### src/rtl/div_pkg.sv
// Shared constants for the sequential unsigned divider.
// Latency: none (package only).
// Backpressure: none (package only).
package div_pkg;

  // Default operand / quotient / remainder width.
  localparam int DEF_WIDTH = 4;

  // Sequencer state encoding.
  typedef enum logic [1:0] {
    S_IDLE = 2'd0,
    S_CALC = 2'd1,
    S_DONE = 2'd2
  } div_state_t;

  // Quotient reported for a zero divisor is all ones at whatever width the
  // divider is built with; callers size it with this helper.
  function automatic logic [63:0] dbz_quot_all_ones();
    return '1;
  endfunction

endpackage : div_pkg

### src/rtl/div_step.sv
// One restoring-division step: shift in a dividend bit, trial-subtract divisor.
// Latency: purely combinational.
// Backpressure: none; evaluated every cycle by the owning sequencer.
module div_step #(
  parameter int WIDTH = 4
) (
  input  logic [WIDTH-1:0] rem_i,
  input  logic             bit_i,
  input  logic [WIDTH-1:0] divisor_i,
  output logic [WIDTH-1:0] rem_o,
  output logic             q_o
);

  // The shifted partial remainder needs one extra bit: it can exceed the
  // divisor range before the subtraction brings it back under the divisor.
  logic [WIDTH:0]   shifted;
  // One more bit again so the borrow out of the subtraction is explicit.
  logic [WIDTH+1:0] trial;
  // After a successful subtract the result is below the divisor, so the top
  // magnitude bit of the trial is always zero and is not needed downstream.
  logic             unused_trial_msb;

  assign shifted          = {rem_i, bit_i};
  assign trial            = {1'b0, shifted} - {2'b00, divisor_i};
  assign unused_trial_msb = trial[WIDTH];

  // Non-negative trial (no borrow) means the divisor fits: take the
  // difference and emit a one; otherwise restore the shifted remainder.
  always_comb begin
    q_o   = ~trial[WIDTH+1];
    rem_o = shifted[WIDTH-1:0];
    if (q_o) begin
      rem_o = trial[WIDTH-1:0];
    end
  end

endmodule : div_step

### src/rtl/div_seq_ctrl.sv
// Sequential unsigned divider: one restoring step per clock, WIDTH steps per op.
// Latency: start accepted on edge N, done pulses in the cycle after edge N+WIDTH; zero divisor finishes in 1 cycle.
// Backpressure: busy is high during CALC; start is ignored while busy, accepted in IDLE or DONE.
module div_seq_ctrl
  import div_pkg::*;
#(
  parameter int WIDTH = DEF_WIDTH
) (
  input  logic             clk,
  input  logic             rst,
  input  logic             start,
  input  logic [WIDTH-1:0] in1,
  input  logic [WIDTH-1:0] in2,
  output logic             busy,
  output logic             done,
  output logic [WIDTH-1:0] out,
  output logic [WIDTH-1:0] rem,
  output logic             div_by_zero
);

  localparam int               CNT_W    = (WIDTH > 2) ? $clog2(WIDTH) : 1;
  localparam logic [CNT_W-1:0] LAST_CNT = CNT_W'(WIDTH - 1);

  // Zero-divisor quotient, sized from the package's all-ones helper.
  logic [63:0]      dbz_wide;
  logic [WIDTH-1:0] dbz_quot;
  logic [63:WIDTH]  unused_dbz_hi;

  assign dbz_wide      = dbz_quot_all_ones();
  assign dbz_quot      = dbz_wide[WIDTH-1:0];
  assign unused_dbz_hi = dbz_wide[63:WIDTH];

  div_state_t       state_q;
  logic [CNT_W-1:0] cnt_q;
  // Dividend shift register: dividend bits leave at the top while quotient
  // bits enter at the bottom, so after WIDTH steps it holds the quotient.
  logic [WIDTH-1:0] dvd_q;
  logic [WIDTH-1:0] dvs_q;
  logic [WIDTH-1:0] prem_q;
  logic [WIDTH-1:0] out_q;
  logic [WIDTH-1:0] rem_q;
  logic             dbz_q;
  logic             busy_q;
  logic             done_q;

  // Combinational step results for the current CALC cycle.
  logic [WIDTH-1:0] step_rem;
  logic             step_q;
  logic [WIDTH-1:0] quot_next;

  div_step #(
    .WIDTH(WIDTH)
  ) u_step (
    .rem_i    (prem_q),
    .bit_i    (dvd_q[WIDTH-1]),
    .divisor_i(dvs_q),
    .rem_o    (step_rem),
    .q_o      (step_q)
  );

  assign quot_next = {dvd_q[WIDTH-2:0], step_q};

  // Sequencer: operand capture, per-cycle restoring step, result load and
  // the registered busy/done flags, all moving together with the state.
  always_ff @(posedge clk or posedge rst) begin
    if (rst) begin
      state_q <= S_IDLE;
      cnt_q   <= '0;
      dvd_q   <= '0;
      dvs_q   <= '0;
      prem_q  <= '0;
      out_q   <= '0;
      rem_q   <= '0;
      dbz_q   <= 1'b0;
      busy_q  <= 1'b0;
      done_q  <= 1'b0;
    end else begin
      unique case (state_q)
        S_IDLE, S_DONE: begin
          if (start) begin
            if (in2 == '0) begin
              // Zero divisor short-circuits straight to a result.
              out_q   <= dbz_quot;
              rem_q   <= in1;
              dbz_q   <= 1'b1;
              state_q <= S_DONE;
              busy_q  <= 1'b0;
              done_q  <= 1'b1;
            end else begin
              dvd_q   <= in1;
              dvs_q   <= in2;
              prem_q  <= '0;
              cnt_q   <= '0;
              state_q <= S_CALC;
              busy_q  <= 1'b1;
              done_q  <= 1'b0;
            end
          end else begin
            state_q <= S_IDLE;
            busy_q  <= 1'b0;
            done_q  <= 1'b0;
          end
        end

        S_CALC: begin
          // start and operand inputs are deliberately not looked at here.
          prem_q <= step_rem;
          dvd_q  <= quot_next;
          cnt_q  <= cnt_q + 1'b1;
          if (cnt_q == LAST_CNT) begin
            out_q   <= quot_next;
            rem_q   <= step_rem;
            dbz_q   <= 1'b0;
            state_q <= S_DONE;
            busy_q  <= 1'b0;
            done_q  <= 1'b1;
          end
        end

        default: begin
          // Unreachable encoding: recover to IDLE without touching results.
          state_q <= S_IDLE;
          busy_q  <= 1'b0;
          done_q  <= 1'b0;
        end
      endcase
    end
  end

  assign busy        = busy_q;
  assign done        = done_q;
  assign out         = out_q;
  assign rem         = rem_q;
  assign div_by_zero = dbz_q;

endmodule : div_seq_ctrl

### config.mk
export PLATFORM = sky130hd
export DESIGN_NAME = div_seq_ctrl
export DESIGN_NICKNAME = d
export VERILOG_FILES = /design/src/rtl/div_pkg.sv /design/src/rtl/div_step.sv /design/src/rtl/div_seq_ctrl.sv
export SDC_FILE = /design/constraint.sdc
export NUM_CORES = 1
export LEC_CHECK = 0
export CORE_AREA = 5 5 55 57
export DETAILED_ROUTE_END_ITERATION = 16
export DIE_AREA = 0 0 60 62
export PLACE_DENSITY = 0.79
export SYNTH_ARGS = -nofsm -noshare
export SYNTH_HDL_FRONTEND = slang
export SYNTH_SLANG_ARGS = --single-unit
### constraint.sdc
create_clock -name clk -period 3.3 [get_ports clk]
set_clock_uncertainty 0.05 [all_clocks]
set_input_delay 0.66 -clock clk [delete_from_list [all_inputs] [get_ports clk]]
set_output_delay 0.66 -clock clk [all_outputs]
set_load 0.02 [all_outputs]
==> results of run 1 <==
cells in the mapped netlist, drive strengths merged:
| cell type | instances | area (um^2) |
|---|---|---|
| o22ai | 1 | 6.260 |
| ha | 5 | 62.56 |
| nor3 | 2 | 21.27 |
| nor2b | 3 | 18.77 |
| a31oi | 2 | 12.51 |
| o21ai | 10 | 53.80 |
| clkbuf | 2 | 7.510 |
| nor4 | 2 | 12.51 |
| buf | 3 | 23.77 |
| a211oi | 1 | 7.510 |
| o21a | 2 | 15.01 |
| xor2 | 1 | 8.760 |
| nand2 | 24 | 90.09 |
| or4 | 1 | 11.26 |
| mux2 | 2 | 22.52 |
| nor2 | 12 | 47.55 |
| a21o | 4 | 30.03 |
| nor4b | 1 | 8.760 |
| dfrtp | 26 | 650.6 |
| a21oi | 4 | 20.02 |
| inv | 6 | 22.52 |
| nand2b | 3 | 21.27 |
| o31a | 1 | 8.760 |
| o22a | 3 | 27.53 |
| mux2i | 5 | 50.05 |
| fa | 1 | 20.02 |
state kept, by name, indices dropped and copies added (netlist names):
name,flops
div_by_zero,1
state_q,1
busy,1
dvs_q,4
rem,4
dvd_q,4
prem_q,4
cnt_q,2
done,1
out,4
kinds of logic (layout without fill, tap and decap cells):
group           Yosys count  after routing  share of synthesized area (%)
simple gates             48             48                          18.07
xor+xnor                  1              1                         0.6837
mux                       7              7                          5.664
fa+ha+maj                 6              6                          6.445
buf+inv                  11             32                          4.199
flops                    26             26                          50.78
compound gates           28             28                          14.16
per-layer routing:
metal	global-route usage, %	vias up	share of wire (%)
met5	0	-	0
met4	8.544	0	2.3
met3	1.860	5	4.2
met2	29.63	20	52
met1	18.11	477	42
li1	-	477	-
through the flow:
step / std cells / util (%) / hold slack, ps
global route: 178 / 64.04 / 473.9
detailed placement: 174 / 61.88 / 418.1
CTS: 178 / 64.04 / 449.7
global placement: 174 / 61.88 / 408.5
floorplan: 127 / - / 414.4
finish: 178 / 64.04 / 452.0
area by class of cell:
class,instances,area [um^2]
Timing Repair Buffer,22,217.7
Fill cell,200,874.6
Tap cell,30,37.54
Multi-Input combinational cell,90,576.8
Clock inverter,1,30.03
Sequential cell,26,650.6
Inverter,6,22.52
Clock buffer,3,22.52
path summary, 6_finish.rpt:
path / slack, ps / depth (start not counted) / to / start
min in group asynchronous: 770 / 2 / out[2] / rst
hold / removal: 450 / 1 / div_by_zero / div_by_zero
max in group asynchronous: 1860 / 2 / rem[3] / rst
hold reg to reg: 450 / 1 / div_by_zero / div_by_zero
setup reg to reg: 1130 / 6 / rem[1] / prem_q[0]
setup / recovery: 1130 / 6 / rem[1] / prem_q[0]
critical path, stage by stage, from the launching register on:
cell	delay [ps]
dfrtp_1	460
ha_1	290
nor2b_1	140
o31a_1	280
nor3_4	270
mux2_2	400
a31oi_1	200
power breakdown:
group          internal, W  switching, W
combinational     0.000418      0.000483
clock             0.000123     0.0000979
sequential        0.000471     0.0000956
==> flow_metrics.py, run 1 <==
metrics = {
    "run_status": {
        "status": "complete, no violations",
    },
    "cts": {
        "postCtsHoldBufs": 0,
        "root_buffer": "clkbuf_4",
        "cts_tree": "built",
        "clockBufferDepth": 2,
        "clk_pin_slew_ps": 140,
        "insertion_delay_ps": 330,
        "numCtsBuffers": 3,
        "post_cts_buffers": 0,
        "cts-resized-gates": 0,
        "cts.sinks": 26,
        "cts-htree-levels": 1,
    },
    "finish": {
        "n_antenna_cell": 0,
        "final_common_cell": "dfrtp_1",
        "layout_common_cells": "26 x dfrtp_1, 24 x nand2_1, 21 x clkdlybuf4s50_1",
        "syn2layout_area_growth_pct": 21.58,
        "drive_above_1_share_pct": 8.784,
        "stdcell_area_um2": 1558,
        "nets": 166,
    },
    "critical_path": {
        "arrival_ps": 2380,
        "worstSetupEndpointType": "flip-flop",
        "worstPathMaxFanout": 5,
        "critPathKind": "flip-flop to flip-flop",
        "worstPathRequired_ps": 3510,
        "worstSetupStartpointType": "flip-flop",
    },
    "timing": {
        "rsz0062_at_grt": "no",
        "worstMarginPinSlew_ps": 940.3,
        "period_needed_ps": 2170,
        "slew_headroom_pct": 37.24,
        "fin_tns_setup_ps": 0,
        "clock.fmax_mhz": 460.9,
        "finalSetupViolations": 0,
        "drv_slew": 0,
        "hold_viol": 0,
        "fin_ws_ps": 1130,
        "finalCritPeriodShare_pct": 65.75,
    },
    "grt": {
        "antenna_found_initial": 0,
        "grt_max_degree": 27,
        "grt_pass1_vias": 1032,
        "gr-usage-all-layers_pct": 16.05,
        "grt_pass1_wl_mm": 4.464,
        "grt_overflow": 0,
    },
    "synthesis": {
        "yosys_warnings": 0,
        "synthesis.area_um2": 1281,
        "syn-num-nets": 144,
        "synth_cells": 127,
        "yosysSeqAreaShare_pct": 50.78,
        "synth.distinct_cells": 33,
        "ys_ff_latch": 26,
        "avgSynthCellArea_um2": 10.09,
    },
    "drt": {
        "wirelength_mm": 2.571,
        "vias": 979,
        "drc": 0,
        "avgViaCountPerCell": 5.500,
        "dr.pass1.iters": 4,
        "final_antenna_net_count": 0,
        "drtIter0Drc": 42,
        "wl_per_cell_um": 14.44,
    },
    "die": {
        "start_util_pct": 52.67,
        "rows": 18,
        "ios": 22,
        "die_w_um": 60,
        "die-area_um2": 3720,
        "core_um2": 2432,
        "dieHeight_um": 62,
    },
    "placed_design": {
        "pre_cts_ws_ps": 809.7,
        "place.gp.congestion": 0.8025,
        "place_area_um2": 1505,
        "io_buffers": 21,
        "place_hpwl_mm": 1.915,
    },
    "power_and_ir_drop": {
        "cellLeakagePower_nw": 0.6938,
        "power_w": 0.001689,
        "p_per_area_nw_per_um2": 1084,
        "peakVddDrop_mv": 0.8105,
    },
    "hold_path": {
        "min_path_type": "flip-flop to flip-flop",
    },
    "job": {
        "max_cap_viol_count": 0,
    },
}
Power figures use the tool's default switching activity.
==> run 2, diff against run 1 <==
Settings changed: CORE_AREA 5 5 55 57 to 5 5 57 59, DIE_AREA 0 0 60 62 to 0 0 62 64, PLACE_DENSITY 0.79 to 0.74.
Clock period 3.3 ns to 2.15 ns, I/O delays scaled along.
==> run 2 against run 1 <==
Compared with the run above: worst hold slack worse by 59 ps; first-iteration DRC count shrank 57%; utilization shrank 4.8 points; cell count is 2.8% higher; via count decreased by 0.82%; sequential power rose by 55%; count of clock-buffer cells in the layout grew 1; global-route usage shrank 0.98 points; sequential cell count unchanged; critical endpoint is now rem[2]; largest cell class unchanged.
==> flow_metrics.py, run 2 (same netlist as run 1, synthesis figures left out) <==
metrics = {
    "run_status": {
        "status": "complete, no violations",
    },
    "critical_path": {
        "crit_buf_inv": 2,
        "crit_cells": 8,
        "cp_cell_sequence": "inv_1, ha_1, nor2b_1, o31a_1, nor3_4, buf_4, mux2i_1, o22a_2",
        "worstPathMaxFanout": 4,
        "worstSetupStartpointType": "flip-flop",
        "worstPathRequired_ps": 2370,
        "crit_slowest_cell": "dfrtp_1",
        "critPathMaxStageDelay_ps": 390,
        "critPathCapture": "rem[2]",
        "worstSetupEndpointType": "flip-flop",
        "r2r_end": "rem[2]",
        "r2r_slack_ps": 130,
        "path_delay_family": "compound AO/OA/AOI/OAI gates",
        "r2r_cells": 8,
        "arrival_ps": 2240,
        "rr_startpoint": "dvs_q[1]",
        "critPathKind": "flip-flop to flip-flop",
        "cp-startpoint": "dvs_q[1]",
    },
    "placed_design": {
        "io_buffers": 21,
        "place_hpwl_mm": 2.043,
        "place.gp.congestion": 0.8213,
        "pre_cts_ws_ps": -3.622,
    },
    "job": {
        "max_cap_viol_count": 0,
    },
    "cts": {
        "clk_pin_slew_ps": 140,
        "post_cts_buffers": 0,
        "cts.sinks": 26,
        "cts-htree-levels": 1,
        "root_buffer": "clkbuf_4",
        "clockBufferDepth": 2,
        "postCtsHoldBufs": 0,
        "numCtsBuffers": 3,
        "cts_tree": "built",
        "insertion_delay_ps": 320,
    },
    "power_and_ir_drop": {
        "p_per_area_nw_per_um2": 1628,
        "cellLeakagePower_nw": 0.7057,
        "peakVddDrop_mv": 1.053,
    },
    "drt": {
        "wirelength_mm": 2.637,
        "avgViaCountPerCell": 5.306,
        "final_antenna_net_count": 0,
        "vias": 971,
        "wl_per_cell_um": 14.41,
        "drc": 0,
        "drtIter0Drc": 18,
        "dr.pass1.iters": 4,
    },
    "grt": {
        "grt_max_degree": 27,
        "use_met2_pct": 25.52,
        "grt.busiest_layer": "met2",
        "grt_pass1_wl_mm": 4.526,
        "grt_overflow": 0,
        "gr-usage-all-layers_pct": 15.07,
        "antenna_found_initial": 0,
        "grtUsageMet3_pct": 2.414,
        "met1_usage_pct": 19.13,
        "grt_pass1_vias": 1032,
    },
    "timing": {
        "drv_slew": 0,
        "hold_viol": 0,
        "rsz0062_at_grt": "no",
        "finalSetupViolations": 0,
        "finalCritPeriodShare_pct": 93.77,
        "period_needed_ps": 2016,
        "fin_ws_ps": 134.0,
        "worstMarginPinSlew_ps": 429.6,
        "clock.fmax_mhz": 496.0,
        "slew_headroom_pct": 71.10,
    },
    "die": {
        "rows": 19,
        "dieHeight_um": 64,
        "ios": 22,
        "die-area_um2": 3968,
        "die_w_um": 62,
        "start_util_pct": 48.12,
        "core_um2": 2663,
    },
    "finish": {
        "final_common_cell": "dfrtp_1",
        "post-route-util_pct": 59.21,
        "drive_above_1_share_pct": 11.84,
        "nets": 170,
        "n_fill_cell": 239,
        "layout_common_cells": "26 x dfrtp_1, 24 x nand2_1, 21 x clkdlybuf4s50_1",
        "syn2layout_area_growth_pct": 23.05,
        "register_area_um2": 650.6,
        "n_antenna_cell": 0,
        "multiInputGateArea_um2": 580.6,
    },
    "hold_path": {
        "min_path_type": "input pin to async pin",
    },
}
run 2: cell types whose count changed in the layout (fill, tap and decap cells not counted), sizes merged:
cell	change
buf	+4
bufinv	-1
clkbuf	+1
run 2: how the worst min path moves through the flow:
stage	startpoint	to	slack, ps	depth (start not counted)
2_1_floorplan	dvd_q[0]	dvd_q[1]	410	2
3_3_place_gp	div_by_zero	div_by_zero	410	1
3_5_place_dp	busy	busy	440	1
4_1_cts	rst	div_by_zero	390	3
5_1_grt	rst	out[3]	430	3
6_report	rst	dvs_q[3]	390	3
run 2: stage by stage:
step	cells	total power [W]	TNS, ps	instance area [um^2]	hold slack (ps)
after global placement	179	0.002257	0	1536	409.1
after CTS	183	0.002570	0	1573	394.0
after floorplan	127	0.001859	0	1281	414.4
after global routing	183	0.002800	0	1577	427.3
after detailed placement	179	0.002318	-3.622	1536	436.0
final	183	0.002567	0	1577	392.6
run 2: layout make-up:
cell class                 count  share of cell area, %
sequential                    26                  41.27
multi-input combinational     90                  36.83
timing repair buffer          26                  15.71
tap                           31                  2.460
clock buffer                   4                  2.302
inverter                       6                  1.429
run 2: what timing repair did:
item / 4_1_cts / 5_1_grt
endpoints found under the setup margin: 0 / 1
hold endpoints to repair: 0 / 0
gates resized for setup: 0 / 1
run 2: power by group:
| part | internal (W) | switching (W) | total (W) | leakage, nW |
|---|---|---|---|---|
| clock | 0.000104 | 0.000142 | 0.000245 | 0.0210 |
| sequential | 0.000723 | 0.000154 | 0.000877 | 0.309 |
| combinational | 0.000692 | 0.000753 | 0.00144 | 0.376 |
| total | 0.00152 | 0.00105 | 0.00257 | 0.706 |
run 2: worst register-to-register path, cell delays in order, from the launching register on:
cell	delay (ps)
dfrtp_1	390
inv_1	110
ha_1	240
nor2b_1	140
o31a_1	280
nor3_4	140
buf_4	170
mux2i_1	260
o22a_2	180
run 2: routing by layer:
layer	part of all wire [%]	vias to the layer above
met5	0	-
met4	1.4	0
met3	4.4	5
met2	50	26
met1	44	459
li1	-	481
==> run 3, diff against run 2 <==
Settings changed: CTS_BUF_LIST set to sky130_fd_sc_hd__clkbuf_8 sky130_fd_sc_hd__clkbuf_16, TNS_END_PERCENT set to 20.
==> run 3 against run 2 <==
Compared with the run above: global-route usage is 0.080 points lower; sequential share of layout area is 0.49 points lower; worst hold slack improved by 59 ps; wire length is 0.99% lower; count of clock-buffer cells in the layout stayed put; cell area is 1.2% higher; fmax rose by 0.57%; die area stayed put.
==> flow_metrics.py, run 3 (same netlist as run 1, synthesis figures left out) <==
metrics = {
    "timing": {
        "fin_ws_ps": 145.5,
        "drv_slew": 0,
        "finalSetupViolations": 0,
        "rsz0062_at_grt": "no",
        "hold_viol": 0,
        "period_needed_ps": 2004,
        "fin_hold_ws_ps": 451.4,
        "worstMarginPinSlew_ps": 430.8,
        "clock.fmax_mhz": 498.9,
        "finalCritPeriodShare_pct": 93.23,
        "slew_headroom_pct": 71.01,
    },
    "critical_path": {
        "worstSetupEndpointType": "flip-flop",
        "arrival_ps": 2160,
        "worstSetupStartpointType": "flip-flop",
        "worstPathMaxFanout": 4,
        "critPathKind": "flip-flop to flip-flop",
        "worstPathRequired_ps": 2310,
    },
    "drt": {
        "final_antenna_net_count": 0,
        "vias": 962,
        "drtIter0Drc": 27,
        "avgViaCountPerCell": 5.257,
        "dr.pass1.iters": 4,
        "wl_per_cell_um": 14.27,
        "wirelength_mm": 2.611,
        "drc": 0,
    },
    "finish": {
        "n_antenna_cell": 0,
        "multiInputGateArea_um2": 580.6,
        "drive_above_1_share_pct": 11.84,
        "post-route-util_pct": 59.92,
        "syn2layout_area_growth_pct": 24.51,
        "layout_common_cells": "26 x dfrtp_1, 24 x nand2_1, 21 x clkdlybuf4s50_1",
        "register_area_um2": 650.6,
        "fin_cells": 183,
        "n_fill_cell": 237,
        "final_common_cell": "dfrtp_1",
        "nets": 170,
    },
    "cts": {
        "postCtsHoldBufs": 0,
        "insertion_delay_ps": 270,
        "cts.sinks": 26,
        "root_buffer": "clkbuf_8",
        "cts_tree": "built",
        "numCtsBuffers": 3,
        "clk_pin_slew_ps": 90,
        "clockBufferDepth": 2,
        "cts-htree-levels": 1,
    },
    "placed_design": {
        "io_buffers": 21,
        "dp.cells": 179,
        "place.gp.congestion": 0.8213,
        "place_hpwl_mm": 2.043,
        "pre_cts_ws_ps": -3.622,
    },
    "run_status": {
        "status": "complete, no violations",
    },
    "die": {
        "start_util_pct": 48.12,
        "die-area_um2": 3968,
        "dieHeight_um": 64,
        "core_um2": 2663,
        "rows": 19,
        "die_w_um": 62,
        "ios": 22,
    },
    "grt": {
        "grt_overflow": 0,
        "grt_pass1_wl_mm": 4.533,
        "grt_pass1_vias": 1037,
        "gr-usage-all-layers_pct": 14.99,
        "grt_max_degree": 27,
        "antenna_found_initial": 0,
    },
    "power_and_ir_drop": {
        "cellLeakagePower_nw": 0.7134,
        "peakVddDrop_mv": 1.032,
        "p_per_area_nw_per_um2": 1649,
        "power_w": 0.002631,
    },
    "job": {
        "max_cap_viol_count": 0,
    },
    "hold_path": {
        "min_path_type": "flip-flop to flip-flop",
    },
}
==> run 3: power breakdown <==
part | total, W | internal (W) | leakage (nW) | switching [W]
clock network | 0.000310 | 0.000163 | 0.0288 | 0.000146
logic | 0.00144 | 0.000692 | 0.376 | 0.000750
registers | 0.000879 | 0.000725 | 0.309 | 0.000155
total | 0.00263 | 0.00158 | 0.713 | 0.00105
==> run 3: repair_timing <==
action	CTS	global route
endpoints found under the setup margin	0	1
endpoints found under the hold margin	0	0
gates resized for setup	0	1
setup buffers	0	0
==> run 3: layer usage <==
layer | part of all wire [%] | vias to the layer above | routed length [um] | track usage (%)
met3 | 3.4 | 2 | 88 | 2.414
li1 | - | 480 | - | -
met1 | 45 | 466 | 1175 | 19.38
met5 | 0 | - | 0 | 0
met4 | 0.34 | 0 | 9 | 3.979
met2 | 51 | 14 | 1337 | 25.39
==> run 3: cell type report <==
cell class	count	area share [%]
sequential	26	40.78
clock buffer	4	3.451
timing repair buffer	26	15.53
multi-input combinational	90	36.39
inverter	6	1.412
tap	31	2.431
==> run 3: critical path, cell delays in order (launching register included) <==
cell	delay [ps]
dfrtp_1	370
inv_1	110
ha_1	240
nor2b_1	140
o31a_1	280
nor3_4	140
buf_4	170
mux2i_1	260
o22a_2	180
==> run 3: path summary, 6_finish.rpt <==
kind / startpoint / end / slack (ps) / depth (start not counted)
worst max-delay path: dvs_q[1] / rem[2] / 150 / 8
worst min-delay path: busy / busy / 450 / 1
worst max register to register: dvs_q[1] / rem[2] / 150 / 8
worst min register to register: busy / busy / 450 / 1
max in group asynchronous: rst / prem_q[2] / 1340 / 3
min in group asynchronous: rst / dvs_q[0] / 460 / 3
==> run 3: per-stage QoR <==
| stage | area, um^2 | setup TNS [ps] |
|---|---|---|
| after floorplan | 1281 | 0 |
| after global placement | 1536 | 0 |
| after detailed placement | 1536 | -3.622 |
| after CTS | 1592 | 0 |
| after global routing | 1595 | 0 |
| final | 1595 | 0 |
